## src/rtl/vga_sync_gen.sv

```systemverilog
// vga_sync_gen: 640x480@60 raster timing generator.
// A clock divider produces the pixel strobe. Column and line counters walk the
// raster. Sync and blanking flags are registered from the next counter values,
// so they always line up with HCount/VCount.
module vga_sync_gen #(
   parameter int CLK_DIV   = 2,
   parameter int H_VISIBLE = 640,
   parameter int H_FP      = 16,
   parameter int H_SYNC    = 96,
   parameter int H_BP      = 48,
   parameter int V_VISIBLE = 480,
   parameter int V_FP      = 10,
   parameter int V_SYNC    = 2,
   parameter int V_BP      = 33
) (
   input  logic       clk,
   input  logic       rst_n,
   input  logic       enable,
   output logic [9:0] HCount,
   output logic [9:0] VCount,
   output logic       HSync,
   output logic       VSync,
   output logic       video_on,
   output logic       pixel_tick,
   output logic       frame_tick,
   output logic [7:0] frame_count
);

   localparam int H_TOTAL = H_VISIBLE + H_FP + H_SYNC + H_BP;
   localparam int V_TOTAL = V_VISIBLE + V_FP + V_SYNC + V_BP;

   localparam logic [2:0] DIV_LAST = 3'(CLK_DIV - 1);
   localparam logic [9:0] H_LAST   = 10'(H_TOTAL - 1);
   localparam logic [9:0] V_LAST   = 10'(V_TOTAL - 1);
   localparam logic [9:0] H_VIS    = 10'(H_VISIBLE);
   localparam logic [9:0] V_VIS    = 10'(V_VISIBLE);
   // Sync windows are [start, end): end is the first column/line past the pulse.
   localparam logic [9:0] HS_START = 10'(H_VISIBLE + H_FP);
   localparam logic [9:0] HS_END   = 10'(H_VISIBLE + H_FP + H_SYNC);
   localparam logic [9:0] VS_START = 10'(V_VISIBLE + V_FP);
   localparam logic [9:0] VS_END   = 10'(V_VISIBLE + V_FP + V_SYNC);

   logic [2:0] div;
   logic       h_wrap, v_wrap;
   logic [9:0] h_next, v_next;

   // Pixel divider: counts 0..CLK_DIV-1 while enabled and holds otherwise.
   always_ff @(posedge clk or negedge rst_n) begin
      if (!rst_n)
         div <= 3'd0;
      else if (enable)
         div <= (div == DIV_LAST) ? 3'd0 : div + 3'd1;
   end

   // Strobes and next raster position. Compare against the last value
   // instead of relying on counter overflow.
   always_comb begin
      pixel_tick = enable && (div == DIV_LAST);
      h_wrap     = (HCount == H_LAST);
      v_wrap     = (VCount == V_LAST);
      frame_tick = pixel_tick && h_wrap && v_wrap;
      h_next     = HCount;
      v_next     = VCount;
      if (pixel_tick) begin
         h_next = h_wrap ? 10'd0 : HCount + 10'd1;
         if (h_wrap)
            v_next = v_wrap ? 10'd0 : VCount + 10'd1;
      end
   end

   // Raster counters, decoded flags and frame counter. Reset parks the beam
   // on the last pixel of the vertical back porch, so the first tick starts
   // a fresh frame.
   always_ff @(posedge clk or negedge rst_n) begin
      if (!rst_n) begin
         HCount      <= H_LAST;
         VCount      <= V_LAST;
         HSync       <= 1'b1;
         VSync       <= 1'b1;
         video_on    <= 1'b0;
         frame_count <= 8'd0;
      end else begin
         HCount      <= h_next;
         VCount      <= v_next;
         HSync       <= !((h_next >= HS_START) && (h_next < HS_END));
         VSync       <= !((v_next >= VS_START) && (v_next < VS_END));
         video_on    <= (h_next < H_VIS) && (v_next < V_VIS);
         if (frame_tick)
            frame_count <= frame_count + 8'd1;
      end
   end

endmodule

```

## config.mk

```make
export PLATFORM = sky130hd
export DESIGN_NAME = vga_sync_gen
export DESIGN_NICKNAME = d
export VERILOG_FILES = /design/src/rtl/vga_sync_gen.sv
export SDC_FILE = /design/constraint.sdc
export NUM_CORES = 1
export LEC_CHECK = 0
export ABC_AREA = 1
export CORE_ASPECT_RATIO = 2
export CORE_UTILIZATION = 40
export CTS_CLUSTER_SIZE = 16
export DETAILED_ROUTE_END_ITERATION = 8
export PLACE_DENSITY = 0.66
export SLEW_MARGIN = 0
export SYNTH_ARGS = -nofsm -noshare
export SYNTH_HDL_FRONTEND = slang
export SYNTH_SLANG_ARGS = --single-unit
```

## constraint.sdc

```tcl
create_clock -name clk -period 2.2 [get_ports clk]
set_input_delay 0.55 -clock clk [delete_from_list [all_inputs] [get_ports clk]]
set_output_delay 0.55 -clock clk [all_outputs]
set_load 0.05 [all_outputs]
```

==> reports/metrics.cfg, run 1 <==
[status]
status = finished, violations left
violations = negative setup slack

[die]
io_pins = 36
die_area_um2 = 5310
die_h_um = 102
std_cell_rows = 36
start_util_pct = 41.5
core_um2 = 4820
die_x_um = 52.0

[drt]
drc = 0
via_count = 1902
wl_per_cell_um = 12.9
ant_nets = 0
first_iter_violations = 18
dr.pass1.iters = 4
vias_per_cell = 4.86
drt-total-wl_mm = 5.03

[finish]
layout.nets = 340
drive_above_1_share_pct = 29.9
layoutNonFillerInstCount = 391
area_delta_synth_final_pct = 39.2
antenna_cells = 0
utilization_pct = 57.8

[worst_setup_path]
r2r-start = HCount[1]
cp_max_fo = 3
worstSetupPathType = flip-flop to output port
critPathCaptureType = output port
worst_ep_required_time_ns = 1.65
cpPeakStageDelay_ns = 0.63
cp_data_arrival_time_ns = 1.71
crit_top_cell = nand2_4
slowest_stage = dfstp_4
startpoint_type = flip-flop
path_cells = ha_4, nand2_4, clkinv_4, nand2_8, nor3_4, nand2_4, clkinvlp_4, buf_12
crit_path_start = HCount[1]

[sta]
setup_viol = 1
fin_ws_ns = -0.0612
clock_skew_ns = 0.00790
max-slew-margin-rel_pct = 61.7
slew_violations = 0
max_freq_ghz = 0.442
fin_crit_ns = 2.26
tightest_slew_ns = 0.569
hold_viol = 0
period_share_pct = 103
rsz0062_at_grt = yes

[synthesis]
synth_fa_ha_area_share_pct = 2.50
synth-seq-area-share_pct = 43.3
synth_fp_nets = 270
yosysUniqueCellTypes = 27
syn_avg_cell_area_um2 = 7.61
netlist.area_leader.share_pct = 27.5
synth_top_family_by_area = simple AND/OR/NAND/NOR gates
synth_mux_area_share_pct = 0
synth_top_cell_by_area = dfrtp_1
synthXorXnorAreaFrac_pct = 3.50
synth_simple_gate_area_share_pct = 38.2
synth_area_um2 = 2000
ys_ff_latch = 34
ys_warn_count = 0
synthCells = 263
yosys-top-cells-area = dfrtp_1, dfstp_2, nand2_1
synth_compound_area_share_pct = 3.00

[pwr]
switchingPower_w = 0.000746
p_leak_nw = 1.41
combPwrFrac_pct = 33.6
intPower_w = 0.00124
clkPwrFrac_pct = 24.6
switching_share_pct = 37.7
p_total_w = 0.00198
vdd_drop_max_mv = 0.461
powerDensity_nw_per_um2 = 711
power.share.sequential_pct = 41.8

[placed_design]
dp_hpwl_mm = 3.77
routabilityCongestion = 0.867
placed_cells = 377
numPortBuffers = 35

[global_routing]
grt_pass1_wl_mm = 8.67
grt-busiest-layer = met2
met3_usage_pct = 3.13
grtUsageMet2_pct = 38.6
met1_usage_pct = 25.1
grt_max_degree = 35
antenna_found_initial = 0
grt_remaining_overflow = 0
grtUsageTotal_pct = 21.9
grt_pass1_vias = 1971

[worst_hold_path]
worstHoldStart = frame_count[7]
hold_class = flip-flop to flip-flop

[clock_network]
cts_tree = built
cts_made_buffers = 5
clkLatencyLatePin_ns = 0.29
ctsHoldBuffers = 0
clockRootBuffer = clkbuf_8
clockBufferDepth = 2
clk_pin_slew_ns = 0.08
htreeDepth = 2
cts.sinks = 34

[flow_run]
cap_violations = 0

## sequential cells by signal, indices dropped and copies added, names as in the netlist
name,flops
HCount,10
HSync,1
VCount,10
VSync,1
div,3
frame_count,8
video_on,1
## cell usage in the layout (no fill, tap or decap), types with 2 or more instances in the layout
cell type        instances
inv_1                   37
clkinv_4                 2
nor2_2                   6
a21oi_1                  2
dfrtp_1                 21
buf_12                   2
inv_2                    5
clkinvlp_4               2
nand2_1                 63
nand3_1                 31
xor2_1                   3
nand2_4                  3
dfstp_4                  2
xnor2_1                  5
buf_4                   44
nand4_1                 10
ha_1                     3
nand3_2                  2
nor2_4                   3
o21ai_0                  7
dfstp_2                 10
nor2_1                  30
nand2_2                  4
clkbuf_8                 6
clkdlybuf4s50_1         18
## path summary, 6_finish.rpt
kind | to | slack, ns | depth (start not counted)
worst max-delay path | frame_tick | -0.06 | 8
worst max register to register | frame_count[7] | 0.05 | 13
worst min-delay path | frame_count[7] | 0.50 | 2
min in group asynchronous | HCount[7] | 0.67 | 2
max in group asynchronous | VCount[3] | 1.18 | 2
worst min register to register | frame_count[7] | 0.50 | 2
## stage by stage
| step | hold slack (ns) | cell area (um^2) | setup slack (ns) | TNS, ns |
|---|---|---|---|---|
| 6_report | 0.502 | 2790 | -0.0612 | -0.0612 |
| 5_1_grt | 0.531 | 2790 | -0.125 | -0.224 |
| 4_1_cts | 0.504 | 2760 | -0.146 | -0.146 |
| 3_5_place_dp | 0.489 | 2600 | -0.140 | -0.890 |
| 3_3_place_gp | 0.480 | 2600 | -0.130 | -0.660 |
| 2_1_floorplan | 0.254 | 2030 | -0.00668 | -0.00668 |
## power by group through the flow
stage | Combinational [W] | Sequential [W] | Clock [W]
6_report | 0.000666 | 0.000828 | 0.000488
5_1_grt | 0.000726 | 0.000839 | 0.000524
4_1_cts | 0.000666 | 0.000830 | 0.000498
3_5_place_dp | 0.000609 | 0.000850 | 0
3_3_place_gp | 0.000595 | 0.000845 | 0
2_1_floorplan | 0.000230 | 0.00100 | 0
## Yosys cell counts, drive strengths merged
master,n
a21oi,2
buf,2
clkinv,2
dfrtp,22
dfstp,12
ha,4
inv,44
nand2,71
nand3,34
nand4,11
nor2,39
nor3,3
o21ai,7
o21bai,1
o31ai,1
xnor2,5
xor2,3
## layout make-up
class	count	area (um^2)
multi-input combinational	181	991
clock inverter	2	12.5
timing repair buffer	65	563
sequential	34	875
inverter	46	191
fill	444	2030
tap	57	71.3
clock buffer	6	82.6
## worst max-delay path: cells and delay by family (launching register included)
kind | cells | cell delay [ns]
DFF | 1 | 0.63
and+or+nand+nor | 4 | 0.35
buffers and inverters | 3 | 0.28
adders and majority gates | 1 | 0.16
## timing repair
action,in CTS,in global routing
gates resized for setup,5,6
buffers inserted,6,1
hold endpoints to repair,0,0
endpoints found under the setup margin,2,5
pin swaps,5,4
## routing by layer
metal,wire length (um),share of wire [%],up-vias
met5,0,0,-
met2,2800,56,36
li1,-,-,959
met1,1960,39,899
met4,96,1.9,0
met3,177,3.5,8
## cells by family after synthesis
family / Yosys count
AOI/OAI and AO/OA: 11
xor gates and xnor gates: 8
adders and majority gates: 4
buffers and inverters: 48
DFF: 34
and+or+nand+nor: 158
Note: power is estimated with default switching activity, not from simulation.
==> run 2, diff against run 1 <==
--- a/config.mk
+++ b/config.mk
@@ -10,6 +10,7 @@
 export CORE_UTILIZATION = 40
 export CTS_CLUSTER_SIZE = 16
 export DETAILED_ROUTE_END_ITERATION = 8
+export GPL_TIMING_DRIVEN = 0
 export PLACE_DENSITY = 0.66
 export SLEW_MARGIN = 0
 export SYNTH_ARGS = -nofsm -noshare
==> run 2 against run 1 <==
Net effect:
- the run still ends with negative setup slack left
- sequential share of layout area is 0.57 points higher
- sequential cell count stayed put
- clock power is 42% higher
- register-to-register slack hardly changed
- total power is 8.5% higher
- via count is 0.11% higher
- sequential power hardly changed
- setup slack worse by 0.065 ns
- worst hold slack worse by 0.18 ns
- non-clock buffer count is 13 lower
- wire length is 1.2% lower
- critical path type unchanged
==> reports/metrics.cfg, run 2 (synthesis gave the netlist of run 1 again) <==
[clock_network]
cts.sinks = 34
cts_made_buffers = 5
clockBufferDepth = 2
clockRootBuffer = clkbuf_8
htreeDepth = 2
cts_tree = built
clkLatencyLatePin_ns = 0.29
clk_pin_slew_ns = 0.08

[finish]
layout_common_cells = nand2_1, inv_1, nand3_1
largest_registers = HCount: 10 flops, VCount: 10 flops, frame_count: 8 flops
utilization_pct = 56.8
drive_above_1_share_pct = 22.7
stdcell_area_um2 = 2740
area_delta_synth_final_pct = 36.7
antenna_cells = 0
layout.nets = 327
fillers = 446
layout_commonest_cell = nand2_1

[global_routing]
grt_pass1_wl_mm = 8.49
antenna_found_initial = 0
grt_max_degree = 35
grtUsageTotal_pct = 22.0
grt_remaining_overflow = 0
grt_pass1_vias = 1899

[sta]
fin_ws_ns = -0.126
period_share_pct = 106
clock_skew_ns = 0.0120
slew_violations = 0
rsz0062_at_grt = yes
setup_viol = 1
tightest_slew_ns = 0.745
max_freq_ghz = 0.430
fin_crit_ns = 2.33
max-slew-margin-rel_pct = 50.4
hold_viol = 0
tns_ns = -0.126

[pwr]
intPower_w = 0.00140
switching_share_pct = 34.7
power.share.sequential_pct = 38.4
vdd_drop_max_mv = 0.586
powerDensity_nw_per_um2 = 786
p_leak_nw = 1.38
p_total_w = 0.00215
clkPwrFrac_pct = 32.3
combPwrFrac_pct = 29.3
switchingPower_w = 0.000745

[drt]
first_iter_violations = 41
wl_per_cell_um = 13.2
drt-total-wl_mm = 4.98
vias_per_cell = 5.04
dr.pass1.iters = 5
ant_nets = 0
drc = 0
via_count = 1904

[die]
core_um2 = 4820
io_pins = 36
die_area_um2 = 5310
std_cell_rows = 36
start_util_pct = 41.5
die_x_um = 52.0
die_h_um = 102

[worst_setup_path]
r2r-end = frame_count[7]
critPathCaptureType = output port
worstSetupPathType = flip-flop to output port
cpPeakStageDelay_ns = 0.64
cp_data_arrival_time_ns = 1.78
crit_family = flip-flops
worst_ep_required_time_ns = 1.65
cp_max_fo = 2
r2r-start = HCount[1]
slowest_stage = dfstp_4
crit_top_cell = nand2_4
path_cells = ha_4, nand2_4, clkinv_4, nand2_8, nor3_4, nand2_4, clkinvlp_4, buf_8
r2r_cells = 13
rrSetupSlack_ns = 0.04
startpoint_type = flip-flop
path_buf_inv = 3

[worst_hold_path]
hold_class = primary input to asynchronous set/reset pin

[placed_design]
numPortBuffers = 35
routabilityCongestion = 0.932
dp_slack_ns = -1.13
dpl_cell_area_um2 = 2440
dp_hpwl_mm = 3.58

[status]
status = finished, violations left
violations = negative setup slack

[flow_run]
cap_violations = 0

==> run 2: how the worst max path moves through the flow <==
stage                   start    endpoint  slack (ns)  cells past startpoint
finish              HCount[1]  frame_tick       -0.13                      8
global route        HCount[1]  frame_tick       -0.22                      8
global placement       enable  frame_tick       -1.12                      8
CTS                 HCount[0]  frame_tick       -0.23                      8
detailed placement     enable  frame_tick       -1.13                      8
floorplan           HCount[1]  frame_tick      -0.007                      7
==> run 2: through the flow <==
step | hold slack (ns) | instances
after floorplan | 0.254 | 263
after global placement | 0.478 | 355
after detailed placement | 0.494 | 355
after CTS | 0.347 | 373
after global routing | 0.389 | 378
final | 0.325 | 378
==> run 2: power by group through the flow <==
stage / registers (W) / clock network [W] / logic [W]
floorplan: 0.00100 / 0 / 0.000230
global placement: 0.000842 / 0 / 0.000563
detailed placement: 0.000849 / 0 / 0.000584
CTS: 0.000827 / 0.000711 / 0.000625
global route: 0.000839 / 0.000731 / 0.000695
finish: 0.000826 / 0.000694 / 0.000630
==> run 2: final cells by class <==
type                    count  area (um^2)  share of cell area, %
plain buffers               1         7.51                  0.274
clock buffers               5         68.8                   2.51
clock inverters             3         68.8                   2.51
inverters                  46          189                   6.90
multi-input cells         181          988                   36.1
flip-flops and latches     34          875                   32.0
well taps                  57         71.3                   2.61
repair buffers             51          468                   17.1
==> run 2: what timing repair did <==
item,CTS,global route
pin swaps,6,5
hold buffers,0,0
setup buffers,11,5
setup endpoints to repair,11,9
cloned,0,0
gates resized for setup,30,5
==> run 2: routing by layer <==
metal / vias to the layer above / wire, um / track usage [%]
met1: 890 / 1850 / 23.0
met2: 53 / 2670 / 38.1
met4: 0 / 250 / 14.8
li1: 942 / - / -
met3: 19 / 205 / 4.46
met5: - / 0 / 0
